File: src/rtl/alu_ctl_pkg.sv
// rtl/alu_ctl_pkg.sv - ALUCtl operation codes shared by the ALU control decoder and the execute unit
package alu_ctl_pkg;

    typedef enum logic [3:0] {
        ALU_AND = 4'b0000,
        ALU_OR  = 4'b0001,
        ALU_ADD = 4'b0010,
        ALU_SUB = 4'b0110,
        ALU_SLT = 4'b0111,
        ALU_NOR = 4'b1100,
        ALU_ERR = 4'b1111
    } alu_ctl_e;

    function automatic logic alu_ctl_legal(input logic [3:0] code);
        return (code == ALU_AND) || (code == ALU_OR)  || (code == ALU_ADD) ||
               (code == ALU_SUB) || (code == ALU_SLT) || (code == ALU_NOR);
    endfunction

endpackage

File: src/rtl/alu_exec_unit_if.sv
// rtl/alu_exec_unit_if.sv - operand/result handshake bundle of the execute ALU (Overflow under ALU_OVERFLOW_EN)
interface alu_exec_unit_if #(
    parameter int WIDTH    = 32,
    parameter int ERRCNT_W = 8
);
    logic                in_valid;
    logic                in_ready;
    logic [3:0]          ALUCtl;
    logic [WIDTH-1:0]    A;
    logic [WIDTH-1:0]    B;
    logic                out_valid;
    logic                out_ready;
    logic [WIDTH-1:0]    Result;
    logic                Zero;
    logic                Illegal;
`ifdef ALU_OVERFLOW_EN
    logic                Overflow;
`endif
    logic [ERRCNT_W-1:0] ErrCount;

    modport slave (
        input  in_valid, ALUCtl, A, B, out_ready,
        output in_ready, out_valid, Result, Zero, Illegal,
`ifdef ALU_OVERFLOW_EN
        output Overflow,
`endif
        output ErrCount
    );

    modport master (
        output in_valid, ALUCtl, A, B, out_ready,
        input  in_ready, out_valid, Result, Zero, Illegal,
`ifdef ALU_OVERFLOW_EN
        input  Overflow,
`endif
        input  ErrCount
    );

endinterface

File: src/rtl/alu_core.sv
// rtl/alu_core.sv - combinational ALU operation and flag computation (Overflow under ALU_OVERFLOW_EN)
module alu_core
    import alu_ctl_pkg::*;
#(
    parameter int WIDTH = 32
) (
    input  logic [3:0]       alu_ctl,
    input  logic [WIDTH-1:0] a,
    input  logic [WIDTH-1:0] b,
    output logic [WIDTH-1:0] result,
    output logic             zero,
`ifdef ALU_OVERFLOW_EN
    output logic             overflow,
`endif
    output logic             illegal
);

    logic [WIDTH-1:0] sum;
    logic [WIDTH-1:0] diff;
    logic             lt_signed;

    assign sum       = a + b;
    assign diff      = a - b;
    // Direct signed compare stays correct when a - b overflows.
    assign lt_signed = $signed(a) < $signed(b);

    always_comb begin
        result = '0;
        case (alu_ctl)
            ALU_AND: result = a & b;
            ALU_OR:  result = a | b;
            ALU_ADD: result = sum;
            ALU_SUB: result = diff;
            ALU_SLT: result = {{(WIDTH-1){1'b0}}, lt_signed};
            ALU_NOR: result = ~(a | b);
            default: result = '0;
        endcase
    end

    assign illegal = !alu_ctl_legal(alu_ctl);
    assign zero    = !illegal && (result == '0);

`ifdef ALU_OVERFLOW_EN
    always_comb begin
        overflow = 1'b0;
        if (alu_ctl == ALU_ADD) begin
            overflow = (a[WIDTH-1] == b[WIDTH-1]) && (sum[WIDTH-1] != a[WIDTH-1]);
        end else if (alu_ctl == ALU_SUB) begin
            overflow = (a[WIDTH-1] != b[WIDTH-1]) && (diff[WIDTH-1] != a[WIDTH-1]);
        end
    end
`endif

endmodule

File: src/rtl/alu_exec_unit.sv
// rtl/alu_exec_unit.sv - execute-stage ALU with valid/ready handshake, output register and saturating illegal-code counter (ALU_OVERFLOW_EN adds Overflow)
module alu_exec_unit
    import alu_ctl_pkg::*;
#(
    parameter int WIDTH    = 32,
    parameter int ERRCNT_W = 8
) (
    input  logic clk,
    input  logic rst_n,
    alu_exec_unit_if.slave bus
);

    logic [WIDTH-1:0]    core_result;
    logic                core_zero;
    logic                core_illegal;
    logic                in_ready;
    logic                accept;

    logic                out_valid_q, out_valid_d;
    logic [WIDTH-1:0]    result_q,    result_d;
    logic                zero_q,      zero_d;
    logic                illegal_q,   illegal_d;
    logic [ERRCNT_W-1:0] err_count_q, err_count_d;
`ifdef ALU_OVERFLOW_EN
    logic                core_overflow;
    logic                overflow_q,  overflow_d;
`endif

    alu_core #(.WIDTH(WIDTH)) u_core (
        .alu_ctl  (bus.ALUCtl),
        .a        (bus.A),
        .b        (bus.B),
        .result   (core_result),
        .zero     (core_zero),
`ifdef ALU_OVERFLOW_EN
        .overflow (core_overflow),
`endif
        .illegal  (core_illegal)
    );

    // A held result blocks new input until it drains; reset also blocks it.
    assign in_ready = rst_n && (!out_valid_q || bus.out_ready);
    assign accept   = bus.in_valid && in_ready;

    always_comb begin
        out_valid_d = out_valid_q;
        result_d    = result_q;
        zero_d      = zero_q;
        illegal_d   = illegal_q;
        err_count_d = err_count_q;
`ifdef ALU_OVERFLOW_EN
        overflow_d  = overflow_q;
`endif
        if (accept) begin
            out_valid_d = 1'b1;
            result_d    = core_result;
            zero_d      = core_zero;
            illegal_d   = core_illegal;
`ifdef ALU_OVERFLOW_EN
            overflow_d  = core_overflow;
`endif
            if (core_illegal && (err_count_q != '1)) begin
                err_count_d = err_count_q + 1'b1;
            end
        end else if (bus.out_ready) begin
            out_valid_d = 1'b0;
        end
    end

    always_ff @(posedge clk) begin
        if (!rst_n) begin
            out_valid_q <= 1'b0;
            result_q    <= '0;
            zero_q      <= 1'b0;
            illegal_q   <= 1'b0;
            err_count_q <= '0;
`ifdef ALU_OVERFLOW_EN
            overflow_q  <= 1'b0;
`endif
        end else begin
            out_valid_q <= out_valid_d;
            result_q    <= result_d;
            zero_q      <= zero_d;
            illegal_q   <= illegal_d;
            err_count_q <= err_count_d;
`ifdef ALU_OVERFLOW_EN
            overflow_q  <= overflow_d;
`endif
        end
    end

    assign bus.in_ready  = in_ready;
    assign bus.out_valid = out_valid_q;
    assign bus.Result    = result_q;
    assign bus.Zero      = zero_q;
    assign bus.Illegal   = illegal_q;
    assign bus.ErrCount  = err_count_q;
`ifdef ALU_OVERFLOW_EN
    assign bus.Overflow  = overflow_q;
`endif

endmodule

File: src/flat_wrapper.sv
// flat-port wrapper written by rule: the top's interface ports become plain ports
module alu_exec_unit_flat import alu_ctl_pkg::*;
#(
    parameter int WIDTH    = 32,
    parameter int ERRCNT_W = 8
)
  (clk, rst_n, bus_in_valid, bus_ALUCtl, bus_A, bus_B, bus_out_ready, bus_in_ready, bus_out_valid, bus_Result, bus_Zero, bus_Illegal, bus_ErrCount);
  alu_exec_unit_if #(.WIDTH(WIDTH), .ERRCNT_W(ERRCNT_W)) bus_i ();
  input  logic clk;
  input  logic rst_n;
  input wire logic [$bits(bus_i.in_valid)-1:0] bus_in_valid;
  input wire logic [$bits(bus_i.ALUCtl)-1:0] bus_ALUCtl;
  input wire logic [$bits(bus_i.A)-1:0] bus_A;
  input wire logic [$bits(bus_i.B)-1:0] bus_B;
  input wire logic [$bits(bus_i.out_ready)-1:0] bus_out_ready;
  output wire logic [$bits(bus_i.in_ready)-1:0] bus_in_ready;
  output wire logic [$bits(bus_i.out_valid)-1:0] bus_out_valid;
  output wire logic [$bits(bus_i.Result)-1:0] bus_Result;
  output wire logic [$bits(bus_i.Zero)-1:0] bus_Zero;
  output wire logic [$bits(bus_i.Illegal)-1:0] bus_Illegal;
  output wire logic [$bits(bus_i.ErrCount)-1:0] bus_ErrCount;
  assign bus_i.in_valid = bus_in_valid;
  assign bus_i.ALUCtl = bus_ALUCtl;
  assign bus_i.A = bus_A;
  assign bus_i.B = bus_B;
  assign bus_i.out_ready = bus_out_ready;
  assign bus_in_ready = bus_i.in_ready;
  assign bus_out_valid = bus_i.out_valid;
  assign bus_Result = bus_i.Result;
  assign bus_Zero = bus_i.Zero;
  assign bus_Illegal = bus_i.Illegal;
  assign bus_ErrCount = bus_i.ErrCount;
  alu_exec_unit #(.WIDTH(WIDTH), .ERRCNT_W(ERRCNT_W)) u_core (.clk(clk), .rst_n(rst_n), .bus(bus_i));
endmodule
File: config.mk
export PLATFORM = sky130hd
export DESIGN_NAME = alu_exec_unit_flat
export DESIGN_NICKNAME = d
export VERILOG_FILES = /design/src/rtl/alu_ctl_pkg.sv /design/src/rtl/alu_exec_unit_if.sv /design/src/rtl/alu_core.sv /design/src/rtl/alu_exec_unit.sv /design/src/flat_wrapper.sv
export SDC_FILE = /design/constraint.sdc
export NUM_CORES = 1
export LEC_CHECK = 0
export ABC_AREA = 1
export BUFFER_PORTS_ARGS = -buffer_cell sky130_fd_sc_hd__buf_4
export CAP_MARGIN = 20
export CORE_UTILIZATION = 25
export DETAILED_ROUTE_END_ITERATION = 7
export PLACE_DENSITY_LB_ADDON = 0.08
export SLEW_MARGIN = 5
export SYNTH_ARGS = -nofsm -noshare
export SYNTH_HDL_FRONTEND = slang
export SYNTH_SLANG_ARGS = --single-unit
File: constraint.sdc
create_clock -name clk -period 4.7 [get_ports clk]
set_clock_uncertainty 0.1 [all_clocks]
set_input_delay 0.94 -clock clk [delete_from_list [all_inputs] [get_ports clk]]
set_output_delay 0.94 -clock clk [all_outputs]
set_load 0.02 [all_outputs]
==> flow_summary.ini, run 1 <==
[clocking]
cts_root_buf = clkbuf_16
htreeDepth = 2
clkTransAtPathRegs_ns = 0.06
cts_buffers = 5
cts_setup_buffers = 0
max-clock-path-buffers = 2
hold_buffers = 0
clock_latency_ns = 0.28
clock-sinks = 43
cts_tree = built
cts_resized = 0

[timing]
tns_ns = 0
fin_ws_ns = 1.23
finalSetupViolations = 0
hold_slack_ns = 0.358
grt_setup_unrepaired = false
fmax_mhz = 288
tightest_slew_ns = 0.939
fin_crit_sh_pct = 73.9
fin_crit_ns = 3.47
relSlewSlack_pct = 37.3
finalHoldViolations = 0
maxSlewViolCount = 0

[worst_setup_path]
crit_path_cell_trace = buf_4 > inv_1 > ha_1 > nand2_1 > nor2_1 > nand2_1 > nor2_1 > nand2_1 > nand3_1 > nand2_1 > nand3_1 > nand2_1 > nor2_1 > nand2_1 > nor2_1 > nand2_1 > nor2_1 > nand2_1 > nand2_1
critical_path.max_stage_delay_ns = 0.54
cp.arrival_ns = 3.61
cp_max_fo = 9
critical_path_class = in2reg
worst_setup_path_start_kind = input pin
critPathMostFrequentCell = nand2_1
crit_slowest_cell = ha_1
cp_top_family = simple AND/OR/NAND/NOR gates
endpoint_kind = register
crit_required_ns = 4.83
crit_buf_inv = 2

[cells_and_area]
utilization_pct = 30.1
drive_gt1_share_pct = 10.9
antennaDiodeCount = 0
areaGrowthSynthToFinish_pct = 17.1
fin_nets = 1779

[place]
pre_cts_ws_ns = 0.998
hpwl_um = 29200
portBuffers = 115
gp_congestion = 0.905

[routing]
first_pass_iters = 6
wirelength_um = 33800
vias = 9403
ant_nets = 0
drc_errors = 0
via_per_inst = 4.61
drtIter0Drc = 637
wl_per_cell_um = 16.6

[synthesis]
synth-seq-cells = 43
ys_async_sr_fraction_pct = 0
yosys-top-cells-area = nand2_1 (22%), ha_1 (16%), inv_1 (13%), dfxtp_1 (11%), nor2_1 (8.8%)
synthCells = 1514
yosysTopAreaCell = nand2_1
synth_most_common_cell = nand2_1
ys_top_cells_by_count = nand2_1 (485), inv_1 (275), nor2_1 (193)
synth.top_cell.area_share_pct = 22.2
syn_avg_cell_area_um2 = 5.41
synth_ff_type = dfxtp_1
syn_area_um2 = 8190
yosysSeqAreaShare_pct = 10.5
yosys_warnings = 0
ys_types = 41
synth_enable_flop_cells = 0
synth_nets = 1691

[global_routing]
grt_pass1_wl_um = 51300
grt_max_degree = 32
grt_pass1_vias = 8729
antenna_found_initial = 0
overflow = 0
grt.met3_usage_pct = 1.37
grt.met1_usage_pct = 29.3
grtUsageMet2_pct = 32.6
grt.busiest_layer = met2
track_usage_pct = 20.2

[pwr]
p_per_area_nw_per_um2 = 171
power.total_w = 0.00164
ir_drop_mv = 0.126
p_leak_nw = 5.44

[die]
dieArea_um2 = 33500
num_rows = 65
initial_core_util_pct = 25.7
fp.dieW_um = 183
io_pins = 116
die_y_um = 183
fp.coreArea_um2 = 31900

[hold_path]
worstHoldPathType = reg2reg

[job]
maxCapViolCount = 0

[run_status]
status = finished, final reports clean
-- cells in the final DEF, fill, tap and decap left out, drive strengths merged, types with 16 or more instances in the layout --
| master | synthesis | routed |
|---|---|---|
| a221oi | 26 | 26 |
| a21oi | 59 | 59 |
| nand3 | 131 | 131 |
| nor2 | 209 | 209 |
| nor3 | 16 | 16 |
| inv | 282 | 282 |
| nand2 | 489 | 489 |
| ha | 103 | 103 |
| nand4 | 18 | 18 |
| dfxtp | 43 | 43 |
| o21ai | 42 | 42 |
| buf | 34 | 125 |
-- layer usage --
| metal | vias up | routed length (um) | share of wire (%) |
|---|---|---|---|
| met2 | 264 | 14800 | 44 |
| met4 | 0 | 458 | 1.4 |
| li1 | 4885 | - | - |
| met1 | 4228 | 16900 | 50 |
| met3 | 26 | 1650 | 4.9 |
| met5 | - | 0 | 0 |
-- flip-flops by register name (all words and copies together), names as in the netlist --
| signal | flops |
|---|---|
| u_core.bus.ErrCount | 8 |
| u_core.bus.out_valid | 1 |
| u_core.bus.Illegal | 1 |
| u_core.bus.Result | 32 |
| u_core.bus.Zero | 1 |
-- worst paths after layout --
path / slack, ns / endpoint / from / cells after the start
max: 1.23 / u_core.bus.Zero / bus_B[20] / 19
min: 0.36 / u_core.bus.Result[22] / u_core.bus.Result[22] / 2
max reg2reg: 2.69 / u_core.bus.ErrCount[7] / u_core.bus.out_valid / 11
min reg2reg: 0.36 / u_core.bus.Result[22] / u_core.bus.Result[22] / 2
-- cell type report --
cell class                      instances  area, um2
Fill cell                            3745      22300
Multi-Input combinational cell       1143       6020
Inverter                              284       1070
Timing Repair Buffer                  125        938
Sequential cell                        43        861
Tap cell                              435        544
Clock buffer                            7        153
Clock inverter                          1       7.51
-- through the flow --
stage	std cells	instance area, um2
finish	2038	9590
global route	2038	9590
CTS	2038	9590
detailed placement	2030	9430
global placement	2030	9430
floorplan	1514	8190
-- power breakdown --
| group | total, W | internal, W | switching, W |
|---|---|---|---|
| Clock | 0.000370 | 0.000226 | 0.000144 |
| Sequential | 0.000389 | 0.000379 | 0.00000966 |
| Combinational | 0.000879 | 0.000283 | 0.000596 |
| Total | 0.00164 | 0.000888 | 0.000750 |
-- cells by family (layout without fill, tap and decap cells) --
logic type	after synthesis	in the layout	synth area share [%]
compound gates	162	162	12.4
xor+xnor	2	2	0.214
fa+ha+maj	105	105	16.2
buf+inv	328	417	16.1
flops	43	43	10.5
simple gates	874	874	44.5
-- worst min-delay path: stages (launching register included) --
cell	delay, ns
dfxtp_1	0.33
nand2_1	0.05
o21ai_0	0.05
No activity file was read; power rests on OpenSTA's default activity.
==> inputs of run 2 (changes only) <==
--- a/config.mk
+++ b/config.mk
@@ -5,7 +5,7 @@
 export SDC_FILE = /design/constraint.sdc
 export NUM_CORES = 1
 export LEC_CHECK = 0
-export ABC_AREA = 1
+export ABC_AREA = 0
 export BUFFER_PORTS_ARGS = -buffer_cell sky130_fd_sc_hd__buf_4
 export CAP_MARGIN = 20
 export CORE_UTILIZATION = 25
==> constraint.sdc (replaced) <==
create_clock -name clk -period 2.8 [get_ports clk]
set_clock_uncertainty 0.1 [all_clocks]
set_input_delay 0.56 -clock clk [delete_from_list [all_inputs] [get_ports clk]]
set_output_delay 0.56 -clock clk [all_outputs]
set_load 0.02 [all_outputs]
==> run 2 against run 1 <==
- the run now ends with setup timing left
- via count is 1.7% lower
- first-iteration DRC count is 13% lower
- sequential power is 68% higher
- critical path type unchanged
- largest power group unchanged
==> flow_summary.ini, run 2 <==
[place]
hpwl_um = 27000
portBuffers = 115
dp_cells = 1808
gp_congestion = 0.902

[worst_setup_path]
critical_path.max_stage_delay_ns = 0.41
critical_path_class = in2reg
cp.arrival_ns = 3.65
crit_required_ns = 2.90
crit_buf_inv = 3
crit_slowest_cell = fa_2
cp_max_fo = 5
worst_setup_path_start_kind = input pin
crit_path_cell_trace = buf_6 > ha_4 > inv_2 > fa_2 > nor2b_4 > o2111a_1 > buf_6 > o21ai_4 > and3_4 > o41ai_4 > xnor2_1 > a221oi_2 > nand3_1 > nor4_2 > nand4_1 > o31ai_2
critPathMostFrequentCell = buf_6
cp_top_family = compound AO/OA/AOI/OAI gates
endpoint_kind = register

[timing]
maxSlewViolCount = 0
finalSetupViolations = 19
fmax_mhz = 282
tightest_slew_ns = 0.760
finalHoldViolations = 0
fin_crit_sh_pct = 127
relSlewSlack_pct = 48.9
grt_setup_unrepaired = true
fin_ws_ns = -0.743
fin_crit_ns = 3.54

[die]
fp.dieW_um = 172
io_pins = 116
dieArea_um2 = 29600
initial_core_util_pct = 25.7
die_y_um = 172
fp.coreArea_um2 = 28100
num_rows = 61

[clocking]
cts_buffers = 5
clkTransAtPathRegs_ns = 0.06
max-clock-path-buffers = 2
htreeDepth = 2
cts_tree = built
clock_latency_ns = 0.29
cts_root_buf = clkbuf_16
clock-sinks = 43

[synthesis]
synth_most_common_cell = ha_1
ys_top_cells_by_count = ha_1 (103), nor2_1 (99), inv_1 (96)
yosys.area_share.adder_pct = 18.4
yosys_warnings = 0
synthMuxAreaShare_pct = 0.987
synth_ff_type = dfxtp_1
synth_nets = 1183
synth-seq-cells = 43
syn_area_um2 = 7230
synth_compound_area_share_pct = 36.3
synth_top_family_by_area = compound AO/OA/AOI/OAI gates
synth_xor_area_share_pct = 1.57
ys_types = 94
synth-simple-area-share_pct = 22.0
synth.top_cell.area_share_pct = 17.8
synth_enable_flop_cells = 0
ys_async_sr_fraction_pct = 0
yosysTopAreaCell = ha_1
yosysSeqAreaShare_pct = 11.9
syn_avg_cell_area_um2 = 7.19
yosys-top-cells-area = ha_1 (18%), dfxtp_1 (12%), a21oi_1 (5.9%), nor2_1 (5.1%), inv_1 (5.0%)
synthCells = 1006

[cells_and_area]
final_cell_mix = buf_4 (475), nor2_1 (92), inv_1 (85)
areaGrowthSynthToFinish_pct = 71.5
fillers = 2975
seqCellArea_um2 = 861
antennaDiodeCount = 0
instances_no_fill = 1833
drive_gt1_share_pct = 45.8
multi_input_area_um2 = 6600
largest_reg_flops = 32
layout_commonest_cell = buf_4
fin_nets = 1631

[pwr]
power.total_w = 0.00348
p_per_area_nw_per_um2 = 281
ir_drop_mv = 0.182
p_leak_nw = 5.82

[routing]
drc_errors = 0
first_pass_iters = 5
vias = 9241
wl_per_cell_um = 17.7
via_per_inst = 5.04
ant_nets = 0
wirelength_um = 32400
drtIter0Drc = 557

[global_routing]
overflow = 0
grt_max_degree = 18
antenna_found_initial = 0
grt_pass1_vias = 9156
track_usage_pct = 21.9
grt_pass1_wl_um = 50600

[run_status]
violations = setup timing
status = finished, violations left

[job]
maxCapViolCount = 0

[hold_path]
worstHoldPathType = reg2reg
## run 2: cell families after synthesis
group,after synthesis
AO/OA/AOI/OAI,360
AND/OR/NAND/NOR,318
buffers and inverters,160
adder cells (fa/ha/maj),105
flip-flops,43
XOR/XNOR,13
multiplexers,7
## run 2: final timing paths
path / from / endpoint / slack, ns / cells after the start
setup / recovery: bus_B[0] / u_core.bus.Zero / -0.74 / 16
hold / removal: u_core.bus.Result[26] / u_core.bus.Result[26] / 0.35 / 2
setup reg to reg: u_core.bus.out_valid / u_core.bus.Zero / 0.28 / 12
hold reg to reg: u_core.bus.Result[26] / u_core.bus.Result[26] / 0.35 / 2
## run 2: area by class of cell
cell class,instances,area share [%]
timing repair buffer,503,31.6
sequential,43,6.94
clock inverter,2,0.101
clock buffer,6,1.04
tap,378,3.81
inverter,98,3.31
multi-input combinational,803,53.2
## run 2: where the power goes
part | switching (W) | internal, W
clock | 0.000251 | 0.000330
sequential | 0.0000169 | 0.000635
combinational | 0.00114 | 0.00111
total | 0.00141 | 0.00208
## run 2: through the flow
stage / hold WS [ns] / setup slack (ns) / utilization [%] / instance area (um2) / TNS [ns]
global route: 0.374 / -0.958 / 44.1 / 12400 / -8.93
floorplan: 0.421 / -0.490 / - / 7490 / -2.22
global placement: 0.339 / -1.17 / 40.5 / 11400 / -15.66
CTS: 0.353 / -0.740 / 42.8 / 12000 / -6.09
finish: 0.354 / -0.743 / 44.1 / 12400 / -6.78
detailed placement: 0.347 / -1.19 / 40.5 / 11400 / -16.51
## run 2: repair_timing
item,CTS,global route
setup buffers,13,14
hold buffers,0,0
gates resized for setup,96,74
setup endpoints to repair,22,25
pin swaps,56,48
## run 2: metal layers
layer / GRT usage, % / vias up / wire length (um)
met4: 4.23 / 0 / 607
met5: 0 / - / 0
li1: - / 4600 / -
met3: 2.27 / 43 / 1530
met1: 30.6 / 4362 / 15700
met2: 36.3 / 236 / 14600
## run 2: worst register-to-register path: stages (launching register included)
cell	delay, ns
dfxtp_1	0.31
nand2b_1	0.10
nand3_1	0.12
a21oi_1	0.24
nand3_1	0.10
a211oi_1	0.20
nand4_1	0.17
nor4_2	0.19
buf_4	0.16
nand4_1	0.09
nor4_2	0.26
nand4_1	0.18
o31ai_2	0.22
